File: config.mk
export PLATFORM = sky130hd
export DESIGN_NAME = uart_io_bridge
export DESIGN_NICKNAME = d
export VERILOG_FILES = /design/src/rtl/uart_io_bridge.sv
export SDC_FILE = /design/constraint.sdc
export NUM_CORES = 1
export LEC_CHECK = 0
export ABC_AREA = 1
export CAP_MARGIN = 5
export CORE_MARGIN = 2
export CORE_UTILIZATION = 40
export CTS_CLUSTER_DIAMETER = 80
export CTS_CLUSTER_SIZE = 10
export DETAILED_ROUTE_END_ITERATION = 8
export SLEW_MARGIN = 0
export SYNTH_ARGS = -nofsm -noshare
export SYNTH_HDL_FRONTEND = slang
export SYNTH_SLANG_ARGS = --single-unit
File: constraint.sdc
create_clock -name clk -period 2.6 [get_ports clk]
set_clock_uncertainty 0.2 [all_clocks]
set_input_delay 0.78 -clock clk [delete_from_list [all_inputs] [get_ports clk]]
set_output_delay 0.78 -clock clk [all_outputs]
set_load 0.03 [all_outputs]
File: src/rtl/uart_io_bridge.sv
// UART receiver and packet parser that rebuilds the switch word and button vector from
// 5-byte host packets (A5, SW_HI, SW_LO, BTN, CHK). Buttons are momentary with a hold time.
module uart_io_bridge #(
    parameter int CLKS_PER_BIT    = 868,
    parameter int TIMEOUT_CYCLES  = 1_000_000,
    parameter int BTN_HOLD_CYCLES = 10_000_000
) (
    input  logic        clk,
    input  logic        rst_n,
    input  logic        uart_rx,
    output logic [15:0] sw_out,
    output logic [3:0]  btn_out,
    output logic        frame_valid,
    output logic        frame_err
);

    localparam int CW = $clog2(CLKS_PER_BIT);
    localparam logic [CW-1:0] HALF_LAST = CW'(CLKS_PER_BIT / 2 - 1);
    localparam logic [CW-1:0] BIT_LAST  = CW'(CLKS_PER_BIT - 1);
    localparam int TW = $clog2(TIMEOUT_CYCLES + 1);
    localparam logic [TW-1:0] TMO_LAST  = TW'(TIMEOUT_CYCLES - 1);
    localparam int HW = (BTN_HOLD_CYCLES > 0) ? $clog2(BTN_HOLD_CYCLES + 1) : 1;
    localparam logic [HW-1:0] HOLD_LOAD = HW'(BTN_HOLD_CYCLES);

    typedef enum logic [1:0] {RX_IDLE, RX_START, RX_DATA, RX_STOP} rx_state_t;
    typedef enum logic [2:0] {P_HDR, P_SWH, P_SWL, P_BTN, P_CHK} p_state_t;

    logic [1:0]    sync_q, sync_d;
    logic          rx_prev_q, rx_prev_d;
    rx_state_t     rx_state_q, rx_state_d;
    logic [CW-1:0] cnt_q, cnt_d;
    logic [2:0]    bit_idx_q, bit_idx_d;
    logic [7:0]    shift_q, shift_d;
    p_state_t      p_state_q, p_state_d;
    logic [7:0]    sw_hi_q, sw_hi_d;
    logic [7:0]    sw_lo_q, sw_lo_d;
    logic [7:0]    btn_byte_q, btn_byte_d;
    logic [TW-1:0] tmo_q, tmo_d;
    logic [HW-1:0] hold_q, hold_d;
    logic [15:0]   sw_q, sw_d;
    logic [3:0]    btn_q, btn_d;
    logic          frame_valid_q, frame_valid_d;
    logic          frame_err_q, frame_err_d;

    logic rx_s, fall, byte_valid, rx_ferr, accept;

    assign rx_s = sync_q[1];
    assign fall = rx_prev_q & ~rx_s;

    // Byte receiver: byte_valid/rx_ferr are single-cycle strobes on the stop-bit sample.
    always_comb begin
        sync_d     = {sync_q[0], uart_rx};
        rx_prev_d  = rx_s;
        rx_state_d = rx_state_q;
        cnt_d      = cnt_q + CW'(1);
        bit_idx_d  = bit_idx_q;
        shift_d    = shift_q;
        byte_valid = 1'b0;
        rx_ferr    = 1'b0;
        case (rx_state_q)
            RX_IDLE: begin
                cnt_d = '0;
                if (fall) rx_state_d = RX_START;
            end
            RX_START: begin
                if (cnt_q == HALF_LAST) begin
                    cnt_d      = '0;
                    bit_idx_d  = 3'd0;
                    rx_state_d = rx_s ? RX_IDLE : RX_DATA;
                end
            end
            RX_DATA: begin
                if (cnt_q == BIT_LAST) begin
                    cnt_d     = '0;
                    shift_d   = {rx_s, shift_q[7:1]};
                    bit_idx_d = bit_idx_q + 3'd1;
                    if (bit_idx_q == 3'd7) rx_state_d = RX_STOP;
                end
            end
            RX_STOP: begin
                if (cnt_q == BIT_LAST) begin
                    cnt_d      = '0;
                    byte_valid = rx_s;
                    rx_ferr    = ~rx_s;
                    rx_state_d = RX_IDLE;
                end
            end
            default: rx_state_d = RX_IDLE;
        endcase
    end

    // Packet parser, inter-byte timeout and button hold timer.
    always_comb begin
        p_state_d     = p_state_q;
        sw_hi_d       = sw_hi_q;
        sw_lo_d       = sw_lo_q;
        btn_byte_d    = btn_byte_q;
        tmo_d         = '0;
        hold_d        = hold_q;
        sw_d          = sw_q;
        btn_d         = btn_q;
        frame_valid_d = 1'b0;
        frame_err_d   = 1'b0;
        accept        = 1'b0;
        if (rx_ferr) begin
            frame_err_d = 1'b1;
            p_state_d   = P_HDR;
        end else if (byte_valid) begin
            case (p_state_q)
                P_HDR: if (shift_q == 8'hA5) p_state_d = P_SWH;
                P_SWH: begin sw_hi_d = shift_q;    p_state_d = P_SWL; end
                P_SWL: begin sw_lo_d = shift_q;    p_state_d = P_BTN; end
                P_BTN: begin btn_byte_d = shift_q; p_state_d = P_CHK; end
                P_CHK: begin
                    p_state_d = P_HDR;
                    if (shift_q == (sw_hi_q ^ sw_lo_q ^ btn_byte_q)) begin
                        accept        = 1'b1;
                        frame_valid_d = 1'b1;
                    end else begin
                        frame_err_d = 1'b1;
                    end
                end
                default: p_state_d = P_HDR;
            endcase
        end else if (p_state_q != P_HDR) begin
            if (tmo_q == TMO_LAST) begin
                frame_err_d = 1'b1;
                p_state_d   = P_HDR;
            end else begin
                tmo_d = tmo_q + TW'(1);
            end
        end

        if (accept) begin
            sw_d   = {sw_hi_q, sw_lo_q};
            btn_d  = btn_byte_q[3:0];
            hold_d = HOLD_LOAD;
        end else if (BTN_HOLD_CYCLES > 0) begin
            if (hold_q != '0) hold_d = hold_q - HW'(1);
            else              btn_d  = 4'h0;
        end
    end

    always_ff @(posedge clk) begin
        if (!rst_n) begin
            sync_q        <= 2'b11;
            rx_prev_q     <= 1'b1;
            rx_state_q    <= RX_IDLE;
            cnt_q         <= '0;
            bit_idx_q     <= 3'd0;
            shift_q       <= 8'h00;
            p_state_q     <= P_HDR;
            sw_hi_q       <= 8'h00;
            sw_lo_q       <= 8'h00;
            btn_byte_q    <= 8'h00;
            tmo_q         <= '0;
            hold_q        <= '0;
            sw_q          <= 16'h0000;
            btn_q         <= 4'h0;
            frame_valid_q <= 1'b0;
            frame_err_q   <= 1'b0;
        end else begin
            sync_q        <= sync_d;
            rx_prev_q     <= rx_prev_d;
            rx_state_q    <= rx_state_d;
            cnt_q         <= cnt_d;
            bit_idx_q     <= bit_idx_d;
            shift_q       <= shift_d;
            p_state_q     <= p_state_d;
            sw_hi_q       <= sw_hi_d;
            sw_lo_q       <= sw_lo_d;
            btn_byte_q    <= btn_byte_d;
            tmo_q         <= tmo_d;
            hold_q        <= hold_d;
            sw_q          <= sw_d;
            btn_q         <= btn_d;
            frame_valid_q <= frame_valid_d;
            frame_err_q   <= frame_err_d;
        end
    end

    assign sw_out      = sw_q;
    assign btn_out     = btn_q;
    assign frame_valid = frame_valid_q;
    assign frame_err   = frame_err_q;

endmodule

After elaboration in Yosys (flattened, before gate mapping)
Cells that the tools add are included.
{"block": "word_totals", "reg_bits": 119, "input_bits": 3, "out_inout_bits": 22, "wordCells": 103}
{"block": "classes", "n_addsub": 4, "eq_ne": 20, "mux": 36, "n_bitwise": 7, "n_reduce_logical": 19}
{"op": "$mux 24", "count": 2}
{"op": "$pmux 10 s3", "count": 1}
{"op": "$reduce_bool 24->1", "count": 1}
{"op": "$sub 24x1->24 const B", "count": 1}
{"op": "$add 20x1->20 const B", "count": 1}
{"op": "$eq 20x20->1 const B", "count": 1}
{"op": "$mux 10", "count": 2}
{"op": "$mux 3", "count": 6}
{"op": "$xor 8x8->8", "count": 2}
{"op": "$reduce_and 3->1", "count": 5}
{"op": "$mux 1", "count": 14}
{"op": "$mux 2", "count": 6}
{"op": "$ne 2x2->1 const B", "count": 6}
{"op": "$pmux 3 s4", "count": 1}
{"op": "$add 10x1->10 const B", "count": 1}
{"op": "$eq 10x10->1 const B", "count": 1}
{"op": "$eq 10x9->1 const B", "count": 1}
{"op": "$eq 8x8->1", "count": 1}
{"op": "$eq 8x8->1 const B", "count": 1}
{"op": "$mux 4", "count": 2}
{"op": "$pmux 2 s4", "count": 1}
{"op": "$reduce_bool 2->1", "count": 4}
{"op": "$eq 3x2->1 const B", "count": 2}
{"op": "$eq 3x3->1 const B", "count": 2}
{"op": "15 further kinds", "count": 21}

Longest topological paths before layout
Gate-level depths: netlist of the first run.
{"block": "logic_depth", "word_depth": 8, "depth_mapped": 13, "mapped_depth_nobuf": 13}

Worst setup path before layout of the first run
No wires, ideal clock.
{"block": "synth_timing", "path_type": "register -> register", "startpoint": "register tmo_q[0]", "endpoint": "register tmo_q[12]", "arrival_ns": 1.545, "required_time_ns": 2.283, "setup_slack_ns": 0.738, "path_stages_with_launch": 11, "n_path_buf": 1, "synth_period_minus_slack_ns": 1.862, "cell_sequence": "dfxtp_1 > ha_1 > nand3_1 > nor2_1 > nand2_1 > nor2_1 > and2_1 > nor3_1 > nand2_1 > buf_2 > nor2_1"}
{"block": "synth_via", "elab_chain_len": 2, "word_cells_on_any_way": 3, "cone_classes": "add/sub: 1; eq/ne: 1; reduce/logical: 1"}
{"element": "start: declaration", "line_no": "38", "text": "logic [TW-1:0] tmo_q, tmo_d;"}
{"element": "start signal: assignment", "line_no": "173", "text": "tmo_q <= tmo_d;"}
{"element": "branches (longest 2 deep; another with $add 20x1->20)"}
Several ways; the timed one is not identified.
A chain may end at the register's enable or synchronous reset.

Worst setup path in the final report of the first run
{"block": "layout_timing", "startpoint": "register sw_q[5] (netlist: sw_out[5])", "endpoint": "output port sw_out[5]"}
{"element": "start: declaration", "line_no": "40", "text": "logic [15:0] sw_q, sw_d;"}
{"element": "start signal: assignment", "line_no": "175", "text": "sw_q <= sw_d;"}
{"element": "end: declaration", "line_no": "11", "text": "output logic [15:0] sw_out,"}
No word-level cell between the ends.

==> reports/metrics.cfg, run 1 <==
[route]
drtIter0Drc=303
drtAntennaViolNets=0
wl_um=12400
wl_per_cell_um=11.9
drc=0
vias_per_cell=4.77
dr.pass1.iters=4
vias=4977

[worst_setup_path]
worstSetupPathType=flip-flop to output port
cp_max_fo=2
critPathArrivalTime_ns=1.44
crit_required_ns=1.62
crit_path_start_kind=flip-flop
path_buf_inv=1
critPathTopFamily=buffers and inverters
cpMaxStageDelayCell=clkdlybuf4s50_1
end_kind=output port
crit_chain=clkdlybuf4s50_1
cpPeakStageDelay_ns=0.68

[place]
post-dp-hpwl_um=8750
io_buffers=24
gp_congestion=0.879
place_area_mm2=0.00613

[global_routing]
grt.total_usage_pct=17.5
antenna_found_initial=0
overflow=0
grt_pass1_wl_um=20900
grt_pass1_vias=4478
grt_max_degree=24

[die]
rows=43
die_h_um=123
coreArea_mm2=0.0139
start_util_pct=41.1
pin_count=25
die_w_um=123
die_area_mm2=0.0152

[cells_and_area]
register_area_mm2=0.00238
diodes=0
multi_input_area_mm2=0.00290
final_cell_mix=202 x nand2_1, 140 x nor2_1, 119 x dfxtp_1, 71 x inv_1, 54 x nand3_1
drive_gt1_share_pct=8.00
final_area_mm2=0.00678
final_common_cell=nand2_1
nets=860
area_growth_pct=18.9
fill_cells=1379

[sta]
hold_viol=0
setup_tns_ns=0
min_period_ns=2.42
setup_viol=0
fin_crit_sh_pct=93.1
fmax_mhz=413
tightest_slew_ns=0.487
slew_headroom_pct=67.5
rsz0062_at_grt=false
slew_violations=0

[logic_synthesis]
yosysTopAreaCell=dfxtp_1
synthSimpleGateAreaFrac_pct=35.4
synth-xor-area-share_pct=6.76
syn_area_per_cell_um2=6.99
netlist_area_mm2=0.00570
ys_warn_count=0
ys_types=37
synth.ff_latch_count=119
synth_compound_area_share_pct=7.13
ys_seq_area_share_pct=41.8
synthTopCellsByArea=dfxtp_1 42%, nand2_1 13%, nor2_1 9.2%
synth_top_family_by_area=simple AND/OR/NAND/NOR gates
netlist_instances=816
synth_top_area_share_pct=41.8
synth_fa_ha_area_share_pct=1.54
synth.area.mux_share_pct=0
synth_nets=826

[clock_network]
cts-root-buf=clkbuf_16
clk_pin_slew_ns=0.05
htree_levels=4
worstSkewPairLatency_ns=0.42
post_cts_buffers=0
postCtsHoldBufs=0
ctsResizeCount=0
cts.sinks=119
numCtsBuffers=17
cts_tree=done
cts_buffer_depth=2

[hold_path]
hp-class=flip-flop to flip-flop

[pwr]
p_leak_nw=2.96
vdd_drop_max_mv=0.505
p_per_area_mw_per_mm2=926

[status]
outcome=complete, no violations

[flow_run]
cap_violations=0

[cell usage after synthesis (all sizes together)]
library cell,number
a21o,1
nor2,144
a21oi,40
o311ai,1
a211oi,1
clkbuf,6
o21ai,29
or2,7
and2,1
a31oi,5
nand2,205
nand3b,7
nand3,57
clkinv,1
xor2,24
nor4,3
dfxtp,119
nor3,21
xnor2,20
inv,82
nor3b,3
buf,14
nand4,15
o22ai,1
nand2b,2
ha,7
[kinds of logic (layout without fill, tap and decap cells)]
group,count (synthesis),in the layout
simple gates,465,465
compound gates,78,78
flops,119,119
buf+inv,103,150
fa+ha+maj,7,7
xor+xnor,44,44
[through the flow]
stage	power (W)	setup WS (ns)	std cells	utilization, %	hold slack (ns)
2_1_floorplan	0.00342	0.738	816	-	0.193
3_3_place_gp	0.00375	0.385	1011	44.2	0.208
3_5_place_dp	0.00375	0.362	1011	44.2	0.207
4_1_cts	0.00631	0.163	1043	48.8	0.224
5_1_grt	0.00668	0.122	1043	48.8	0.237
6_report	0.00627	0.180	1043	48.8	0.221
[area by class of cell]
type / instances / area share, %
Clock buffer: 25 / 7.46
Clock inverter: 7 / 2.05
Inverter: 83 / 4.60
Timing Repair Buffer: 35 / 4.69
Sequential cell: 119 / 35.1
Tap cell: 180 / 3.32
Multi-Input combinational cell: 594 / 42.7
[power breakdown]
group / switching (W) / internal [W]
clock: 0.000809 / 0.00173
sequential: 0.000150 / 0.00199
combinational: 0.00100 / 0.000592
[per-layer routing]
layer	vias to the layer above	wire length (um)	track usage (%)
met2	68	5630	28.2
met1	2227	6110	22.5
met5	-	0	0
li1	2662	-	-
met3	20	409	3.97
met4	0	221	7.39
[final timing paths]
path,from,to,slack [ns],depth (start not counted)
max reg2reg,cnt_q[0],sw_lo_q[5],0.38,8
max,sw_out[5],sw_out[5],0.18,1
min reg2reg,sync_q[0],sync_q[1],0.22,1
min,sync_q[0],sync_q[1],0.22,1
[registers in the layout, indices dropped and copies added (netlist names), named ones only]
name / flops
bit_idx_q: 3
btn_byte_q: 8
btn_out: 4
cnt_q: 10
frame_err: 1
frame_valid: 1
hold_q: 24
p_state_q: 3
rx_prev_q: 1
rx_state_q: 1
shift_q: 8
sw_hi_q: 8
sw_lo_q: 8
sw_out: 16
sync_q: 2
tmo_q: 20
(Power assumes the default switching activity.)
==> run 2, diff against run 1 <==
--- a/config.mk
+++ b/config.mk
@@ -12,6 +12,7 @@
 export CTS_CLUSTER_DIAMETER = 80
 export CTS_CLUSTER_SIZE = 10
 export DETAILED_ROUTE_END_ITERATION = 8
+export SETUP_SLACK_MARGIN = 0.15
 export SLEW_MARGIN = 0
 export SYNTH_ARGS = -nofsm -noshare
 export SYNTH_HDL_FRONTEND = slang
==> run 2 against run 1 <==
  * Core utilization up 0.22 points
  * Fmax increased by 0.74%
  * Power about the same
  * Final cell count stayed put
  * Register-to-register slack better by 0.03 ns
  * Critical endpoint is now sw_out[4]
==> reports/metrics.cfg, run 2 (same netlist as run 1, synthesis figures left out) <==
[worst_setup_path]
critPathArrivalTime_ns=1.42  ; -0.02 ns
crit_required_ns=1.62  ; about the same
end_kind=output port
worstSetupPathType=flip-flop to output port
cpPeakStageDelay_ns=0.67  ; about the same
cp_max_fo=2  ; unchanged
critPathTopFamily=buffers and inverters
cpMaxStageDelayCell=clkdlybuf4s50_1
path_buf_inv=1  ; unchanged
crit_path_start_kind=flip-flop
crit_chain=clkdlybuf4s50_1

[sta]
hold_viol=0  ; unchanged
slew_headroom_pct=64.3  ; -3.1 points
fin_crit_sh_pct=92.4  ; -0.69 points
setup_viol=0  ; unchanged
min_period_ns=2.40  ; -0.0179 ns
slew_violations=0  ; unchanged
fmax_mhz=416  ; +0.74%
worst_slack_ns=0.198  ; +0.0179 ns
setup_tns_ns=0  ; unchanged
rsz0062_at_grt=false
tightest_slew_ns=0.533  ; +0.0464 ns

[hold_path]
hp-class=flip-flop to flip-flop

[place]
post-dp-hpwl_um=8750  ; unchanged
dp_slack_ns=0.362  ; unchanged
gp_congestion=0.879  ; unchanged
io_buffers=24  ; unchanged

[pwr]
clockPowerShare_pct=40.4  ; about the same
p_per_area_mw_per_mm2=922  ; -0.44%
p_seq_share_pct=34.2  ; about the same
switching_share_pct=31.2  ; about the same
pwr-share-comb_pct=25.4  ; about the same
internal-power_w=0.00432  ; about the same
p_leak_nw=3.15  ; +6.3%
p_sw_w=0.00196  ; about the same
vdd_drop_max_mv=0.505  ; about the same

[global_routing]
grt_use_met1_pct=22.5  ; unchanged
antenna_found_initial=0  ; unchanged
grt_pass1_wl_um=20900  ; unchanged
grtUsageMet3_pct=3.97  ; unchanged
grt_pass1_vias=4478  ; unchanged
overflow=0  ; unchanged
grt.total_usage_pct=17.5  ; unchanged
grt_max_degree=24  ; unchanged
gr-max-usage-layer=met2
grtUsageMet2_pct=28.2  ; unchanged

[clock_network]
cts_tree=done
htree_levels=4  ; unchanged
post_cts_buffers=0  ; unchanged
cts_buffer_depth=2  ; unchanged
clk_pin_slew_ns=0.05  ; about the same
cts.sinks=119  ; unchanged
worstSkewPairLatency_ns=0.42  ; about the same
postCtsHoldBufs=0  ; unchanged
ctsResizeCount=0  ; unchanged
cts-root-buf=clkbuf_16
numCtsBuffers=17  ; unchanged

[cells_and_area]
largest-register=hold_q
diodes=0  ; unchanged
multi_input_area_mm2=0.00290  ; +0.17%
register_area_mm2=0.00238  ; unchanged
area_growth_pct=19.4
final_cell_mix=202 x nand2_1, 140 x nor2_1, 119 x dfxtp_1, 71 x inv_1, 53 x nand3_1
fin_util_pct=49.0  ; +0.22 points
final_common_cell=nand2_1
largest_register_ffs=24  ; unchanged
fill_cells=1373  ; -0.44%
nets=860  ; unchanged
drive_gt1_share_pct=8.11  ; +0.12 points

[route]
wl_um=12400  ; about the same
vias=4968  ; -0.18%
vias_per_cell=4.76  ; -0.18%
drtIter0Drc=318  ; +5.0%
dr.pass1.iters=5  ; +1
drtAntennaViolNets=0  ; unchanged
drc=0  ; unchanged
wl_per_cell_um=11.9  ; about the same

[die]
die_h_um=123  ; unchanged
die_area_mm2=0.0152  ; unchanged
pin_count=25  ; unchanged
coreArea_mm2=0.0139  ; unchanged
die_w_um=123  ; unchanged
start_util_pct=41.1  ; unchanged
rows=43  ; unchanged

[flow_run]
cap_violations=0  ; unchanged

[status]
outcome=complete, no violations

-- run 2: cell count changes in the layout (fill, tap and decap cells not counted) --
cell             before  now
dlymetal6s2s_1        0   10
nand3_2               2    3
nand3_1              54   53
clkdlybuf4s50_1      23   13
-- run 2: power by group through the flow --
stage	combinational [W]	sequential, W	clock (W)
floorplan	0.00129	0.00214	0
detailed placement	0.00157	0.00218	0
global route	0.00186	0.00216	0.00266
CTS	0.00159	0.00214	0.00258
global placement	0.00157	0.00218	0
finish	0.00159	0.00214	0.00254
-- run 2: worst paths after layout --
check        cells past startpoint  startpoint    endpoint  slack [ns]
min reg2reg                      1   sync_q[0]   sync_q[1]        0.22
max                              1   sw_out[4]   sw_out[4]        0.20
max reg2reg                      9    cnt_q[0]  hold_q[16]        0.41
min                              1   sync_q[0]   sync_q[1]        0.22
-- run 2: area by class of cell --
| cell class | instances | share of cell area (%) |
|---|---|---|
| Multi-Input combinational cell | 594 | 42.6 |
| Inverter | 83 | 4.58 |
| Sequential cell | 119 | 35.0 |
| Timing Repair Buffer | 35 | 5.04 |
| Tap cell | 180 | 3.31 |
| Clock inverter | 7 | 2.04 |
| Clock buffer | 25 | 7.43 |
-- run 2: worst reg2reg max path, stage by stage (launching register included) --
cell and delay (ns):
dfxtp_1 0.38, ha_1 0.22, nand3_2 0.10, nor3_4 0.16, nand3_2 0.17, nor2_4 0.15, nand3_4 0.09, buf_4 0.22
nand2_2 0.29, nor2_1 0.09
-- run 2: routing by layer --
layer  up-vias  wire length (um)
met5         -                 0
met4         0               217
met3        19               459
met2        70              5680
met1      2217              6030
li1       2662                 -
-- run 2: stage by stage --
| stage | cells | area (um2) | hold WS [ns] | total power [W] |
|---|---|---|---|---|
| after floorplan | 816 | 5700 | 0.193 | 0.00342 |
| after global placement | 1011 | 6130 | 0.208 | 0.00375 |
| after detailed placement | 1011 | 6130 | 0.207 | 0.00375 |
| after CTS | 1043 | 6780 | 0.224 | 0.00631 |
| after global routing | 1043 | 6810 | 0.237 | 0.00668 |
| final | 1043 | 6810 | 0.220 | 0.00627 |
==> run 3, diff against run 2 <==
--- a/config.mk
+++ b/config.mk
@@ -8,11 +8,10 @@
 export ABC_AREA = 1
 export CAP_MARGIN = 5
 export CORE_MARGIN = 2
-export CORE_UTILIZATION = 40
+export CORE_UTILIZATION = 42
 export CTS_CLUSTER_DIAMETER = 80
 export CTS_CLUSTER_SIZE = 10
 export DETAILED_ROUTE_END_ITERATION = 8
-export SETUP_SLACK_MARGIN = 0.15
 export SLEW_MARGIN = 0
 export SYNTH_ARGS = -nofsm -noshare
 export SYNTH_HDL_FRONTEND = slang
==> run 3 against run 2 <==
  * Design area down 2.6%
  * Setup slack worse by 0.0024 ns
  * Critical path type unchanged
  * Global-route usage up 1.2 points
  * Critical endpoint is now sw_out[10]
  * Wire length up 3.2%
  * Non-clock buffer count down 5
  * First-iteration DRC count up 14%
  * Fmax down 0.10%
==> reports/metrics.cfg, run 3 (same netlist as run 1, synthesis figures left out) <==
[global_routing]
grt_use_met1_pct=23.9  ; +1.4 points
antenna_found_initial=0  ; unchanged
grtUsageMet3_pct=5.09  ; +1.1 points
grtUsageMet2_pct=30.2  ; +2.0 points
overflow=0  ; unchanged
grt_pass1_vias=4857  ; +8.5%
gr-max-usage-layer=met2
grt.total_usage_pct=18.7  ; +1.2 points
grt_pass1_wl_um=21900  ; +4.9%
grt_max_degree=33  ; +38%

[cells_and_area]
nets=855  ; -0.58%
diodes=0  ; unchanged
final_common_cell=nand2_1
final_cell_mix=202 x nand2_1, 140 x nor2_1, 119 x dfxtp_1, 71 x inv_1, 54 x nand3_1
drive_gt1_share_pct=7.02  ; -1.1 points
area_growth_pct=16.3
largest-register=hold_q
largest_register_ffs=24  ; unchanged

[sta]
fin_crit_sh_pct=92.5  ; +0.093 points
tightest_slew_ns=0.563  ; +0.0304 ns
min_period_ns=2.40  ; +0.00242 ns
slew_headroom_pct=62.3  ; -2.0 points
worst_slack_ns=0.195  ; -0.00242 ns
fmax_mhz=416  ; -0.10%
setup_viol=0  ; unchanged
setup_tns_ns=0  ; unchanged
slew_violations=0  ; unchanged
hold_viol=0  ; unchanged
rsz0062_at_grt=false

[pwr]
p_seq_share_pct=36.3  ; +2.1 points
clockPowerShare_pct=36.4  ; -4.0 points
vdd_drop_max_mv=0.546  ; +8.1%
internal-power_w=0.00398  ; -7.9%
switching_share_pct=32.8  ; +1.6 points
p_leak_nw=2.89  ; -8.3%
pwr-share-comb_pct=27.3  ; +1.9 points
p_per_area_mw_per_mm2=893  ; -3.1%
p_sw_w=0.00194  ; -0.81%

[worst_setup_path]
critPathArrivalTime_ns=1.42  ; about the same
crit_path_start_kind=flip-flop
crit_chain=clkdlybuf4s50_1
path_buf_inv=1  ; unchanged
end_kind=output port
critPathTopFamily=buffers and inverters
timing.rr.start=cnt_q[0]
cpPeakStageDelay_ns=0.68  ; about the same
worstSetupPathType=flip-flop to output port
cp_max_fo=2  ; unchanged
worstSetupStartpoint=sw_out[10]
cpMaxStageDelayCell=clkdlybuf4s50_1
crit_required_ns=1.62  ; about the same

[clock_network]
numCtsBuffers=17  ; unchanged
postCtsHoldBufs=0  ; unchanged
worstSkewPairLatency_ns=0.42  ; about the same
cts_tree=done
htree_levels=4  ; unchanged
ctsResizeCount=0  ; unchanged
cts-root-buf=clkbuf_16
clk_pin_slew_ns=0.05  ; about the same
cts.sinks=119  ; unchanged
cts_buffer_depth=2  ; unchanged
post_cts_buffers=0  ; unchanged

[route]
vias_per_cell=4.93  ; +3.5%
drtAntennaViolNets=0  ; unchanged
drtIter0Drc=364  ; +14%
wl_um=12800  ; +3.2%
drc=0  ; unchanged
vias=5081  ; +2.3%
wl_per_cell_um=12.4  ; +4.4%
dr.pass1.iters=5  ; unchanged

[place]
io_buffers=24  ; unchanged
gp_congestion=0.922  ; +4.9%
post-dp-hpwl_um=9030  ; +3.2%
dp_slack_ns=0.352  ; -0.00948 ns

[hold_path]
worstHoldStart=sync_q[0]
hp-class=flip-flop to flip-flop

[flow_run]
cap_violations=0  ; unchanged

[die]
pin_count=25  ; unchanged
coreArea_mm2=0.0132  ; -4.6%
die_area_mm2=0.0145  ; -4.6%
die_w_um=121  ; -2.3%
start_util_pct=43.1  ; +2.0 points
rows=42  ; -2.3%
die_h_um=121  ; -2.3%

[status]
outcome=complete, no violations

==> run 3: power groups by stage <==
stage | clock network (W) | registers (W) | logic (W)
after floorplan | 0 | 0.00214 | 0.00129
after global placement | 0 | 0.00218 | 0.00157
after detailed placement | 0 | 0.00218 | 0.00158
after CTS | 0.00219 | 0.00214 | 0.00161
after global routing | 0.00228 | 0.00216 | 0.00186
final | 0.00215 | 0.00215 | 0.00162
==> run 3: worst register-to-register path: cells and delay by family (launching register included) <==
kind,cells,cell delay (ns)
adders and majority gates,1,0.23
buffers and inverters,1,0.19
DFF,1,0.38
and+or+nand+nor,6,1.11
==> run 3: stage by stage <==
step | cell area, um2 | utilization, % | cells | power, W | hold WS (ns)
detailed placement | 6090 | 46.0 | 1002 | 0.00376 | 0.228
global route | 6630 | 50.1 | 1031 | 0.00631 | 0.271
finish | 6630 | 50.1 | 1031 | 0.00592 | 0.254
floorplan | 5700 | - | 816 | 0.00342 | 0.193
global placement | 6090 | 46.0 | 1002 | 0.00375 | 0.226
CTS | 6630 | 50.1 | 1031 | 0.00594 | 0.255
==> run 3: metal layers <==
layer | wire [um] | share of wire [%]
met5 | 0 | 0
met4 | 240 | 1.9
met3 | 449 | 3.5
met2 | 5910 | 46
met1 | 6180 | 48
==> run 3: final cells by class <==
type	instances	area (um2)
fillers	1347	6610
multi-input cells	594	2900
flip-flops and latches	119	2380
clock buffers	25	495
inverters	83	312
repair buffers	30	280
well taps	176	220
clock inverters	4	45.0
==> run 3: path summary, 6_finish.rpt <==
kind                endpoint  slack (ns)  cells after the start
setup / recovery  sw_out[10]        0.20                      1
hold / removal     sync_q[1]        0.25                      1
setup reg to reg  sw_lo_q[2]        0.35                      8
hold reg to reg    sync_q[1]        0.25                      1
